===== src/rtl/imem_fetch_ctrl.sv =====
// Instruction-fetch sequencer: owns the PC, fetches one imem word per cycle into a
// 2-entry queue and hands instructions to decode over valid/ready.
module imem_fetch_ctrl #(
  parameter int                     ADDR_WIDTH  = 5,
  parameter int                     INSTR_WIDTH = 16,
  parameter logic [ADDR_WIDTH-1:0]  RESET_PC    = '0,
  parameter logic [INSTR_WIDTH-1:0] HALT_OPCODE = 16'hFFFF
) (
  input  logic                   clk,
  input  logic                   reset,
  input  logic                   enable,
  output logic [ADDR_WIDTH-1:0]  imem_addr,
  input  logic [INSTR_WIDTH-1:0] imem_instr,
  output logic                   out_valid,
  input  logic                   out_ready,
  output logic [INSTR_WIDTH-1:0] out_instr,
  output logic [ADDR_WIDTH-1:0]  out_pc,
  input  logic                   redirect_valid,
  input  logic [ADDR_WIDTH-1:0]  redirect_pc,
  output logic                   halted
);

  logic [ADDR_WIDTH-1:0]  pc;
  logic [ADDR_WIDTH-1:0]  q_pc    [2];
  logic [INSTR_WIDTH-1:0] q_instr [2];
  logic [1:0]             count;
  logic                   halt_q;

  logic       deq;
  logic       fetch;
  logic       is_halt;
  logic [1:0] fill;
  logic       wr_idx;

  assign deq     = (count != 2'd0) & out_ready;
  assign fetch   = enable & ~halt_q & ~redirect_valid & ((count != 2'd2) | deq);
  assign is_halt = (imem_instr == HALT_OPCODE);
  // Write slot is the occupancy left after this cycle's dequeue shift.
  assign fill    = count - {1'b0, deq};
  assign wr_idx  = fill[0];

  always_ff @(posedge clk) begin
    if (!reset) begin
      pc         <= RESET_PC;
      count      <= 2'd0;
      halt_q     <= 1'b0;
      q_pc[0]    <= '0;
      q_pc[1]    <= '0;
      q_instr[0] <= '0;
      q_instr[1] <= '0;
    end else if (redirect_valid) begin
      pc     <= redirect_pc;
      count  <= 2'd0;
      halt_q <= 1'b0;
    end else begin
      if (deq) begin
        q_pc[0]    <= q_pc[1];
        q_instr[0] <= q_instr[1];
      end
      if (fetch) begin
        q_pc[wr_idx]    <= pc;
        q_instr[wr_idx] <= imem_instr;
        if (is_halt) begin
          halt_q <= 1'b1;
        end else begin
          pc <= pc + ADDR_WIDTH'(1);
        end
      end
      count <= count + {1'b0, fetch} - {1'b0, deq};
    end
  end

  assign imem_addr = pc;
  assign out_valid = (count != 2'd0);
  assign out_instr = q_instr[0];
  assign out_pc    = q_pc[0];
  assign halted    = halt_q;

endmodule


===== config.mk =====
export PLATFORM = sky130hd
export DESIGN_NAME = imem_fetch_ctrl
export DESIGN_NICKNAME = d
export VERILOG_FILES = /design/src/rtl/imem_fetch_ctrl.sv
export SDC_FILE = /design/constraint.sdc
export NUM_CORES = 1
export LEC_CHECK = 0
export CELL_PAD_IN_SITES_DETAIL_PLACEMENT = 0
export CELL_PAD_IN_SITES_GLOBAL_PLACEMENT = 2
export CORE_ASPECT_RATIO = 0.6
export CORE_UTILIZATION = 31
export DETAILED_ROUTE_END_ITERATION = 8
export GPL_ROUTABILITY_DRIVEN = 0
export PLACE_DENSITY = 0.85
export SYNTH_ARGS = -nofsm -noshare
export SYNTH_HDL_FRONTEND = slang
export SYNTH_SLANG_ARGS = --single-unit

===== constraint.sdc =====
create_clock -name clk -period 3.75 [get_ports clk]
set_clock_uncertainty 0.2 [all_clocks]
set_input_delay 0.375 -clock clk [delete_from_list [all_inputs] [get_ports clk]]
set_output_delay 0.375 -clock clk [all_outputs]
set_load 0.05 [all_outputs]

* After elaboration in Yosys (flattened, before gate mapping)
Memories as Yosys holds them, arrays and structs flattened.
Index checks and enable logic that the tools add are counted.
W data, S select, Z words.
** Storage, ports and cells
- Flip-flop bits (word level) :: 8
- Bits in writable memories :: 42
- Input bits :: 26
- Output and inout bits :: 28
- Memories :: 2
** Cells by class
- Add/subtract/negate cells :: 4
- Eq/ne operators :: 3
- Multiplexer cells :: 20
- Bitwise logic cells :: 10
- Reduce and logical (&&, ||, !) cells :: 7
** Memories
- q_instr :: words 2, bits a word 16, read ports 2, clocked after memory_dff 0, write ports 2, line 25 : logic [INSTR_WIDTH-1:0] q_instr [2];
- q_pc :: words 2, bits a word 5, read ports 2, clocked after memory_dff 0, write ports 2, line 24 : logic [ADDR_WIDTH-1:0] q_pc [2];
** Operator list (number)
- $mux W16 :: 2
- $mux W5 :: 5
- $eq A16 B16 Y1 const B :: 1
- $reduce_or A16 Y1 :: 1
- $mux W1 :: 13
- $add A5 B1 Y5 const B :: 1
- $reduce_or A5 Y1 :: 1
- $and A1 B1 Y1 :: 4
- $ne A2 B2 Y1 const B :: 2
- $reduce_and A2 Y1 :: 2
- $reduce_bool A2 Y1 :: 2
- $not A1 Y1 :: 3
- $or A1 B1 Y1 :: 3
- $add A2 B1 Y2 :: 1
- $reduce_or A2 Y1 :: 1
- $sub A2 B1 Y2 :: 1
- $sub A1 B1 Y1 :: 1

* Logic depth before layout (Yosys ltp)
- Word-level depth :: 10
- Depth in mapped cells :: 9

* Least setup slack after synthesis
No wires, ideal clock.
- Path type :: flip-flop to flip-flop
- Start :: reg halt_q (netlist: halted)
- End :: mem q_instr[1][0] (enable)
- Setup time :: 0.428 ns
- Arrival time :: 2.701 ns
- Data required time :: 3.122 ns
- Slack :: 0.420 ns
- Stages on the path, launching flop included :: 5
- Clock period less this slack :: 3.330 ns
- Cells stage by stage :: dfxtp_1 or3b_4 nor2_8 inv_4 o21ai_0
** RTL lines
- start: declaration :: line 27 : logic halt_q;
- start signal: assignment :: line 46 : halt_q <= 1'b0;
- start signal: assignment :: line 54 : halt_q <= 1'b0;
- start signal: assignment :: line 64 : halt_q <= 1'b1;
- end: declaration :: line 25

==> impl_metrics.ini <==
[clock_network]
clockRootBuffer = clkbuf_16
clk_latency_ns = 0.29
cts_buffers = 5
cts_tree = built
cts_setup_buffers = 0
cts_resized = 0
htreeDepth = 2
clk_pin_slew_ns = 0.07
cts_buffer_depth = 2
cts_num_sinks = 50
postCtsHoldBufs = 0

[logic_synthesis]
synth_area_leaders = edfxtp_1 (56%), dfxtp_1 (7.1%), nand2_1 (7.0%)
synth_nets = 228
ys_ff_latch = 50
synth_top_area_frac = 0.5603
synth.distinct_cells = 33
seq_area_frac_synth = 0.6315
yosys_warnings = 0
synthCells = 199
syn_area_mm2 = 0.002251
synth_top_cell_by_area = edfxtp_1
syn_area_per_cell_um2 = 11.31

[global_routing]
grtUsageTotal = 0.1404
grt_max_degree = 43
antenna_found_initial = 0
grt_pass1_wl_um = 7921
grt_overflow = 0
grt_pass1_vias = 1562

[timing]
fin_crit_ns = 2.668
tightest_slew_ns = 0.9731
finalCritPeriodShare = 0.7115
slew_violations = 0
worst_slew_margin_rel = 0.3485
timing.final.ws_setup_ns = 1.082
rsz0062_at_grt = no
fmax_mhz = 374.8
hold_violations = 0
finalSetupViolations = 0
tns_ns = 0

[detailed_routing]
routed-via-count = 1608
drt_iter0_drc = 66
routed_wl_um = 4827
drc = 5
wl_per_cell_um = 14.16
postRouteAntennaNets = 0
viasPerCell = 4.716
drt-pass1-iter-count = 6

[placement]
dp_hpwl_um = 3406
dpl_cell_area_mm2 = 0.002880
portBuffers = 53
pre_cts_slack_ns = 0.7581
place_inst = 333

[power_and_ir_drop]
p_leak_uw = 0.001081
total_power_uw = 1379
peakVddDrop_uv = 255.0
powerDensity_mw_per_mm2 = 450.9

[setup_path]
critPathLaunch = redirect_valid
critPathLaunchType = primary input
worstPathMaxFanout = 21
crit_arrival_ns = 2.63
critPathKind = in2reg
r2r-start = halted
critPathCaptureType = flip-flop
required_ns = 3.71

[finish]
layout.nets = 282
final_area_mm2 = 0.003058
stdcell_count = 341
synthToLayoutAreaGrowth_pct = 35.85
drive_gt1_frac = 0.08268
diodes = 0

[outcome]
outcome = finished with violations
violations = DRC

[die]
start_util = 0.3286
die_w_um = 112.0
core_area_mm2 = 0.006849
io_pins = 54
die_h_um = 68.01
fp-row-count = 23
dieArea_mm2 = 0.007617

[flow_run]
maxCapViolCount = 0

[hold_path]
min_path_type = reg2reg
worstHoldStart = halted
[per-stage QoR]
| step | hold WS, ns | utilization |
|---|---|---|
| 3_5_place_dp | 0.2948 | 0.4205 |
| 4_1_cts | 0.3273 | 0.4465 |
| 6_report | 0.3229 | 0.4465 |
| 3_3_place_gp | 0.3236 | 0.4205 |
| 2_1_floorplan | 0.3196 | - |
| 5_1_grt | 0.3719 | 0.4465 |
[final timing paths]
path / cells past startpoint / slack [ns] / to
max reg2reg: 5 / 1.39 / q_pc[1][1]
min: 2 / 0.32 / halted
min reg2reg: 2 / 0.32 / halted
max: 6 / 1.08 / q_pc[1][1]
[cell families after synthesis]
kind of cell | after synthesis | share of synthesized area
AOI/OAI and AO/OA | 40 | 0.09505
DFF | 50 | 0.6315
xor gates and xnor gates | 2 | 0.007784
buffers and inverters | 13 | 0.02391
and+or+nand+nor | 91 | 0.2251
adders and majority gates | 3 | 0.01668
[cell usage after synthesis, drive strengths merged]
cell type and count:
a21oi 3, a311oi 2, a31oi 3, and2 21
and3 2, and4 2, buf 2, clkbuf 7
dfxtp 8, edfxtp 42, ha 3, inv 4
nand2 42, nand2b 1, nand3 1, nand4 4
nor2 4, nor2b 2, nor3 2, nor3b 2
nor4 1, nor4b 1, o21ai 31, o31ai 1
or2 2, or3 1, or3b 1, or4 2
xnor2 1, xor2 1
[where the power goes]
| group | internal [uW] | switching, uW | total [uW] | leakage, uW |
|---|---|---|---|---|
| Clock | 335 | 200 | 535 | 0.0000875 |
| Sequential | 633 | 13.9 | 647 | 0.000503 |
| Combinational | 72.4 | 125 | 197 | 0.000490 |
| Total | 1040 | 338 | 1380 | 0.00108 |
[cell usage in the layout (no fill, tap or decap), types with 4 or more instances in the layout]
cell | synthesis | final
nand2_1 | 42 | 42
nand4_1 | 4 | 4
dfxtp_1 | 8 | 8
and2_1 | 21 | 21
clkdlybuf4s50_1 | 0 | 53
edfxtp_1 | 42 | 42
clkbuf_16 | 0 | 5
o21ai_0 | 31 | 30
[final cells by class]
type                    count  area, um^2
clock buffers               6       138.9
clock inverters             2       38.79
fillers                   635        3791
inverters                   4       17.52
multi-input cells         136       779.5
flip-flops and latches     50        1421
well taps                  87       108.9
repair buffers             56       553.0
[state kept, by name, indices dropped and copies added (netlist names)]
signal,count
count,2
halted,1
q_instr,32
imem_addr,5
q_pc,10
[critical path, cell delays in order]
cell             delay (ns)
clkdlybuf4s50_1        0.53
or3b_4                 0.48
nor2_8                 0.15
inv_4                  0.07
nor3b_2                0.78
and2_1                 0.24
[per-layer routing]
layer	up-vias	routed length, um	GRT usage
met5	-	0	0
met4	0	80	0.06500
met3	8	295	0.03720
met2	55	1950	0.2057
met1	720	2501	0.1954
li1	825	-	-
No activity file was read; power rests on OpenSTA's default activity.
